## src/rtl/mem_init_pkg.sv

```systemverilog
// mem_init_pkg: shared types and default widths for the mem_init region initialiser.
//   mode_t  - pattern select (identity, constant fill, descending, xor with key)
//   state_t - sequencer states (idle, writing, completion pulse)
package mem_init_pkg;

   localparam int unsigned DefAddrW = 8;
   localparam int unsigned DefDataW = 8;

   typedef enum logic [1:0] {
      ModeIdentity = 2'd0,
      ModeFill     = 2'd1,
      ModeDescend  = 2'd2,
      ModeXorKey   = 2'd3
   } mode_t;

   typedef enum logic [1:0] {
      StIdle   = 2'd0,
      StWrite  = 2'd1,
      StFinish = 2'd2
   } state_t;

endpackage

```

## src/rtl/mem_init_pattern.sv

```systemverilog
// mem_init_pattern: combinational data generator for one RAM word.
//   mode     in  pattern select
//   idx      in  word index within the region (ADDR_W+1 bits)
//   len      in  region length (ADDR_W+1 bits)
//   fill_val in  constant used by the fill and xor-key patterns
//   wrdata   out pattern value for this index
module mem_init_pattern
   import mem_init_pkg::*;
#(
   parameter int unsigned ADDR_W = DefAddrW,
   parameter int unsigned DATA_W = DefDataW
) (
   input  mode_t             mode,
   input  logic [ADDR_W:0]   idx,
   input  logic [ADDR_W:0]   len,
   input  logic [DATA_W-1:0] fill_val,
   output logic [DATA_W-1:0] wrdata
);

   localparam int unsigned IdxW = ADDR_W + 1;
   localparam logic [ADDR_W:0] LenOne = {{ADDR_W{1'b0}}, 1'b1};

   logic [ADDR_W:0]   w_desc;
   logic [DATA_W-1:0] w_idx_ext;
   logic [DATA_W-1:0] w_desc_ext;

   // Only ever evaluated with idx < len, so this never underflows in use.
   assign w_desc = len - LenOne - idx;

   // Index-derived values are zero-extended or truncated to the data width.
   if (DATA_W > IdxW) begin : g_zext
      assign w_idx_ext  = {{(DATA_W - IdxW){1'b0}}, idx};
      assign w_desc_ext = {{(DATA_W - IdxW){1'b0}}, w_desc};
   end else if (DATA_W == IdxW) begin : g_same
      assign w_idx_ext  = idx;
      assign w_desc_ext = w_desc;
   end else begin : g_trunc
      assign w_idx_ext  = idx[DATA_W-1:0];
      assign w_desc_ext = w_desc[DATA_W-1:0];
   end

   always_comb begin
      wrdata = w_idx_ext;
      case (mode)
         ModeIdentity: wrdata = w_idx_ext;
         ModeFill:     wrdata = fill_val;
         ModeDescend:  wrdata = w_desc_ext;
         ModeXorKey:   wrdata = w_idx_ext ^ fill_val;
         default:      wrdata = w_idx_ext;
      endcase
   end

endmodule

```

## src/rtl/mem_init.sv

```systemverilog
// mem_init: writes a programmable pattern into a contiguous (wrapping) region of a
// single-port RAM, one word per cycle.
//   clk, rst_n          clock, asynchronous active-low reset
//   en / rdy            start request, accepted only while rdy=1
//   mode, base, len,    operation parameters, sampled together with en
//   fill_val
//   abort               cancels a run in progress (no done pulse)
//   addr, wrdata, wren  RAM write port (all registered)
//   done                one-cycle pulse on normal completion
module mem_init
   import mem_init_pkg::*;
#(
   parameter int unsigned ADDR_W = DefAddrW,
   parameter int unsigned DATA_W = DefDataW
) (
   input  logic              clk,
   input  logic              rst_n,
   input  logic              en,
   output logic              rdy,
   input  logic [1:0]        mode,
   input  logic [ADDR_W-1:0] base,
   input  logic [ADDR_W:0]   len,
   input  logic [DATA_W-1:0] fill_val,
   input  logic              abort,
   output logic [ADDR_W-1:0] addr,
   output logic [DATA_W-1:0] wrdata,
   output logic              wren,
   output logic              done
);

   localparam logic [ADDR_W:0] LenOne = {{ADDR_W{1'b0}}, 1'b1};

   state_t            r_state;
   mode_t             r_mode;
   logic [ADDR_W-1:0] r_base;
   logic [ADDR_W:0]   r_len;
   logic [DATA_W-1:0] r_fill;
   logic [ADDR_W:0]   r_idx;
   logic              r_rdy;
   logic [ADDR_W-1:0] r_addr;
   logic [DATA_W-1:0] r_wrdata;
   logic              r_wren;
   logic              r_done;

   logic [DATA_W-1:0] w_pattern;
   logic [ADDR_W-1:0] w_addr_next;
   logic              w_last;

   mem_init_pattern #(
      .ADDR_W (ADDR_W),
      .DATA_W (DATA_W)
   ) u_pattern (
      .mode     (r_mode),
      .idx      (r_idx),
      .len      (r_len),
      .fill_val (r_fill),
      .wrdata   (w_pattern)
   );

   // Dropping the top idx bit makes base+idx wrap modulo the RAM size.
   assign w_addr_next = r_base + r_idx[ADDR_W-1:0];
   assign w_last      = (r_idx == (r_len - LenOne));

   always_ff @(posedge clk or negedge rst_n) begin
      if (!rst_n) begin
         r_state  <= StIdle;
         r_mode   <= ModeIdentity;
         r_base   <= '0;
         r_len    <= '0;
         r_fill   <= '0;
         r_idx    <= '0;
         r_rdy    <= 1'b1;
         r_addr   <= '0;
         r_wrdata <= '0;
         r_wren   <= 1'b0;
         r_done   <= 1'b0;
      end else begin
         r_done <= 1'b0;
         case (r_state)
            StIdle: begin
               r_wren <= 1'b0;
               if (r_rdy && en) begin
                  r_mode  <= mode_t'(mode);
                  r_base  <= base;
                  r_len   <= len;
                  r_fill  <= fill_val;
                  r_idx   <= '0;
                  r_rdy   <= 1'b0;
                  r_state <= (len != '0) ? StWrite : StFinish;
               end else begin
                  // Re-raises rdy in the cycle after the done pulse.
                  r_rdy <= 1'b1;
               end
            end
            StWrite: begin
               if (abort) begin
                  r_wren  <= 1'b0;
                  r_rdy   <= 1'b1;
                  r_state <= StIdle;
               end else begin
                  r_wren   <= 1'b1;
                  r_addr   <= w_addr_next;
                  r_wrdata <= w_pattern;
                  r_idx    <= r_idx + LenOne;
                  if (w_last) begin
                     r_state <= StFinish;
                  end
               end
            end
            StFinish: begin
               r_wren  <= 1'b0;
               r_done  <= 1'b1;
               r_state <= StIdle;
            end
            default: begin
               r_wren  <= 1'b0;
               r_rdy   <= 1'b1;
               r_state <= StIdle;
            end
         endcase
      end
   end

   assign rdy    = r_rdy;
   assign addr   = r_addr;
   assign wrdata = r_wrdata;
   assign wren   = r_wren;
   assign done   = r_done;

endmodule

```

## config.mk

```make
export PLATFORM = sky130hd
export DESIGN_NAME = mem_init
export DESIGN_NICKNAME = d
export VERILOG_FILES = /design/src/rtl/mem_init_pkg.sv /design/src/rtl/mem_init_pattern.sv /design/src/rtl/mem_init.sv
export SDC_FILE = /design/constraint.sdc
export NUM_CORES = 1
export LEC_CHECK = 0
export CORE_UTILIZATION = 47
export CTS_BUF_LIST = sky130_fd_sc_hd__clkbuf_4 sky130_fd_sc_hd__clkbuf_8 sky130_fd_sc_hd__clkbuf_16
export CTS_CLUSTER_DIAMETER = 150
export DETAILED_ROUTE_END_ITERATION = 8
export PLACE_DENSITY = 0.77
export SETUP_SLACK_MARGIN = 0.4
export SYNTH_ARGS = -nofsm -noshare
export SYNTH_HDL_FRONTEND = slang
export SYNTH_HIERARCHICAL = 1
export SYNTH_SLANG_ARGS = --single-unit
```

## constraint.sdc

```tcl
create_clock -name clk -period 2 [get_ports clk]
set_input_delay 0.4 -clock clk [delete_from_list [all_inputs] [get_ports clk]]
set_output_delay 0.4 -clock clk [all_outputs]
set_load 0.01 [all_outputs]
```

* Word level (Yosys, flattened, before mapping)
Index checks and enable logic that the tools add are counted.
** Storage, ports and cells
- Output and inout port bits :: 19
- Flip-flop bits (word level) :: 57
** Operators by class
- Bitwise operators :: 3
- $add $sub $neg :: 4
- Equal/unequal tests :: 10
- Multiplexer cells :: 15
- Reductions and logical operators :: 10
** Operators by type and width (count)
- $pmux W8 S4 :: 1
- $mux W9 :: 2
- $pmux W9 S2 :: 1
- $add A9 B1 Y9 const B :: 1
- $eq A9 B9 Y1 :: 1
- $reduce_bool A9 Y1 :: 1
- $sub A9 B1 Y9 const B :: 1
- $add A8 B8 Y8 :: 1
- $mux W2 :: 4
- $reduce_and A2 Y1 :: 4
- $sub A8 B8 Y8 :: 1
- $xor A8 B8 Y8 :: 1
- $eq A2 B2 Y1 const B :: 3
- $ne A2 B2 Y1 const B :: 3
- $mux W1 :: 5
- $eq A2 B1 Y1 const B :: 2
- $logic_not A2 Y1 :: 2
- $pmux W2 S2 :: 1
- $ne A3 B3 Y1 const B :: 1
- $pmux W1 S3 :: 1
- $reduce_and A3 Y1 :: 1
- $not A1 Y1 :: 2
- $reduce_bool A2 Y1 :: 1
- $logic_and A1 B1 Y1 :: 1

* Logic depth before layout (Yosys ltp)
- Depth in word-level cells :: 5
- Mapped depth :: 12
- Gate-level depth less buffers :: 12

* Hierarchy
Netlist, hierarchy kept.
** Modules (own cells, without submodules)
- mem_init :: cells an instance 314, area an instance 2781.4 um2, instances 1
- mem_init_pattern :: cells an instance 88, area an instance 608.1 um2, instances 1

* Least setup slack after synthesis
OpenSTA, ideal clock, no wires.
- Path type :: flip-flop to flip-flop
- From :: register r_idx[0]
- To :: register r_wrdata[6] (netlist: wrdata[6])
- Library setup time :: 117 ps
- Path buffers :: 0
- Slack :: -72 ps
- Cell stages (with the launch flop) :: 13
- Required time :: 1883 ps
- Data arrival time :: 1955 ps
- Path through :: dfrtp_1 > inv_1 > ha_1 > inv_1 > fa_1 > nor2b_1 > o21ai_0 > nand2b_1 > a211o_2 > o2111ai_1 > o31a_1 > nand2_1 > nand2_1
** Between the ends
- Word-level cells in the longest chain between the ends :: 2
** RTL lines
- from (decl) :: RTL line mem_init.sv:38 : logic [ADDR_W:0] r_idx;
- from (signal assigned) :: RTL line mem_init.sv:104 : r_idx <= r_idx + LenOne;
- $sub A8 B8 Y8 :: RTL line mem_init_pattern.sv:28 : assign w_desc = len - LenOne - idx;
- $pmux W8 S4 :: RTL line mem_init_pattern.sv:44 : case (mode)
- via w_pattern[6] :: RTL line mem_init.sv:45 : logic [DATA_W-1:0] w_pattern;
- to (signal assigned) :: RTL line mem_init.sv:103 : r_wrdata <= w_pattern;
- to (decl) :: RTL line mem_init.sv:41 : logic [DATA_W-1:0] r_wrdata;
The timed path passes the listed nets, and every way through them passes these cells.
A chain may end at the register's enable or synchronous reset.

* Worst setup path in the final report
- From :: register r_len[0]
- To :: register r_wrdata[7] (netlist: wrdata[7])
** Between the ends
- Word-level cells in the longest chain between the ends :: 3
** RTL lines
- from (decl) :: RTL line mem_init.sv:36 : logic [ADDR_W:0] r_len;
- from (signal assigned) :: RTL line mem_init.sv:85 : r_len <= len;
- $sub A9 B1 Y9
- $sub A8 B8 Y8 :: RTL line mem_init_pattern.sv:28
- $pmux W8 S4 :: RTL line mem_init_pattern.sv:44
- via w_pattern[7] :: RTL line mem_init.sv:45
The timed path passes the listed nets, and every way through them passes these cells.

==> reports/metrics.yaml <==
run_status:
  status: "complete, but fails checks"
  violations: "negative setup slack"
global_routing:
  grt_pass1_vias: 3081
  grt_max_degree: 58
  grt_pass1_wl_um: 14600
  antenna_found_initial: 0
  grt-ovfl-total: 0
  grt.total_usage_pct: 25.5
detailed_routing:
  postRouteWirelength_um: 9100
  drc: 0
  wire_per_inst_um: 15.2
  viasPerCell: 5.25
  vias: 3134
  antenna_left: 0
  firstDrtPassIters: 5
  drtIter0Drc: 275
clock_tree:
  cts.path.max_buffers: 2
  cts_root_buf: "clkbuf_8"
  cts_made_buffers: 9
  cts_tree: "built"
  clk-insertion-delay-late_ns: 0.34
  numClockSinks: 57
  ctsHtreeMaxLevel: 3
  clkTransAtPathRegs_ns: 0.07
floorplanning:
  die_y_um: 86.9
  start_util_pct: 49.3
  core_um2: 6870
  die_x_um: 86.9
  num_rows: 30
  die-area_um2: 7560
  ios: 50
worst_setup_path:
  criticalPathCategory: "reg2reg"
  start_kind: "flop"
  end_kind: "flop"
  path_max_fanout: 2
  crit-reg2reg-launch: "r_len[0]$_DFFE_PN0P_"
  arrival_ns: 2.34
  cp_data_required_time_ns: 2.23
  startpoint: "r_len[0]$_DFFE_PN0P_"
yosys:
  synth_edf_count: 0
  synth_fp_nets: 451
  synth-seq-area-share_pct: 42.1
  synthTopCellsByArea: "dfrtp_1 41%, nand2_1 14%, ha_1 5.9%"
  synth_cells: 402
  yosys_warnings: 6
  synth_commonest_cells: "127 x nand2_1, 56 x dfrtp_1, 23 x o21ai_1, 19 x inv_1, 18 x xnor2_1"
  synth_area_um2: 3390
  synth.most_common_cell: "nand2_1"
  avgSynthCellArea_um2: 8.43
  synth.distinct_cells: 52
  synth_ff_type: "dfrtp_1"
  async_flop_share_pct: 100
  synth_top_area_share_pct: 41.3
  yosysTopAreaCell: "dfrtp_1"
  ys_ff_latch: 57
power:
  p_sw_mw: 3.20
  peakVddDrop_mv: 0.637
  pwr-share-seq_pct: 26.3
  intPower_mw: 4.49
  leakage_nw: 2.24
  clkPwrFrac_pct: 15.3
  power_density_nw_per_um2: 1610
  sw_frac_of_total_pct: 41.6
  p_comb_share_pct: 58.4
layout:
  num_antenna_cells: 0
  syn_to_final_growth_pct: 40.8
  layout-drive-gt1-share_pct: 23.4
  fin_nets: 545
sta:
  hold_viol_final: 0
  holdWs_ns: 0.0534
  rsz0062_at_grt: "yes"
  worst_pin_slew_ns: 0.611
  finalMaxSlewViolations: 0
  setup_slack_ns: -0.105
  fin_skew_ns: 0.00942
  tns_ns: -0.111
  post-route-min-period_ns: 2.11
  slew_headroom_pct: 59.2
  fmax_ghz: 0.475
  fin_crit_sh_pct: 105
  setup_viol: 2
placement:
  dp_slack_ns: -0.00141
  gp_congestion: 0.873
  dpl.hpwl_um: 6110
  io_buffer_count: 49
min_path:
  holdCritPathClass: "in2async"
run:
  drv_cap: 0
[critical path: stages (launching register included)]
cell	delay [ns]
dfrtp_2	0.43
ha_4	0.17
buf_4	0.13
buf_6	0.11
a211oi_4	0.24
nor3_2	0.09
a211oi_2	0.18
xor2_1	0.26
o2111a_1	0.23
nor3_2	0.05
nand2_1	0.06
nand2_1	0.05
[layout by cell type, fill, tap and decap left out, drive strengths merged, types with 12 or more instances in the layout]
cell type,netlist,layout
a21oi,13,13
buf,4,49
clkbuf,10,14
clkdlybuf4s50,0,29
dfrtp,56,56
dlygate4sd2,0,17
ha,16,16
inv,20,20
nand2,128,128
nand3,12,12
nor2,15,15
o21ai,34,34
xnor2,18,18
[registers in the layout, indices dropped and copies added, names as in the netlist, 2 cells and up]
name	cells
r_len	9
wrdata	8
r_base	8
r_state	2
r_idx	9
r_mode	2
addr	8
r_fill	8
[through the flow]
stage / power, mW / instances / util, % / instance area [um^2]
2_1_floorplan: 4.51 / 402 / - / 3470
3_3_place_gp: 5.70 / 563 / 61.9 / 4260
3_5_place_dp: 5.82 / 563 / 61.9 / 4260
4_1_cts: 7.32 / 593 / 68.0 / 4670
5_1_grt: 8.23 / 597 / 69.5 / 4770
6_report: 7.69 / 597 / 69.5 / 4770
[area by class of cell]
type / instances / area (um^2)
Clock inverter: 2 / 35.0
Fill cell: 519 / 2100
Sequential cell: 57 / 1430
Timing Repair Buffer: 97 / 880
Multi-Input combinational cell: 311 / 2040
Inverter: 20 / 77.6
Clock buffer: 14 / 180
Tap cell: 96 / 120
[worst paths after layout]
check,end,slack (ns),depth (start not counted)
min in group clk,wrdata[7]$_DFFE_PN0P_,0.46,2
worst max register to register,wrdata[7]$_DFFE_PN0P_,-0.11,11
worst min register to register,wrdata[7]$_DFFE_PN0P_,0.46,2
max in group asynchronous,r_idx[4]$_DFFE_PN0P_,1.66,2
worst max-delay path,wrdata[7]$_DFFE_PN0P_,-0.11,11
worst min-delay path,r_base[2]$_DFFE_PN0P_,0.05,2
[power by group through the flow]
| stage | Sequential, mW | Combinational (mW) | Clock [mW] |
|---|---|---|---|
| 2_1_floorplan | 2.10 | 2.41 | 0 |
| 3_3_place_gp | 2.01 | 3.69 | 0 |
| 3_5_place_dp | 2.03 | 3.79 | 0 |
| 4_1_cts | 2.02 | 4.13 | 1.17 |
| 5_1_grt | 2.09 | 4.91 | 1.23 |
| 6_report | 2.03 | 4.49 | 1.17 |
[logic make-up after synthesis]
logic type,synth area share [%]
xor+xnor,6.20
fa+ha+maj,7.09
buf+inv,3.99
simple gates,24.5
compound gates,14.0
flops,42.1
mux,2.07
[routing by layer]
layer	share of wire [%]	vias up	track usage, %
met1	47	1503	34.2
met3	4.3	15	4.17
met5	0	-	0
met4	1.9	0	11.4
met2	47	84	40.7
li1	-	1532	-
[timing repair]
action / 4_1_cts / 5_1_grt
hold buffers: 0 / 0
endpoints found under the setup margin: 30 / 20
pin swaps: 26 / 19
setup buffers: 14 / 4
gates resized for setup: 44 / 21
Note: power is estimated with default switching activity, not from simulation.
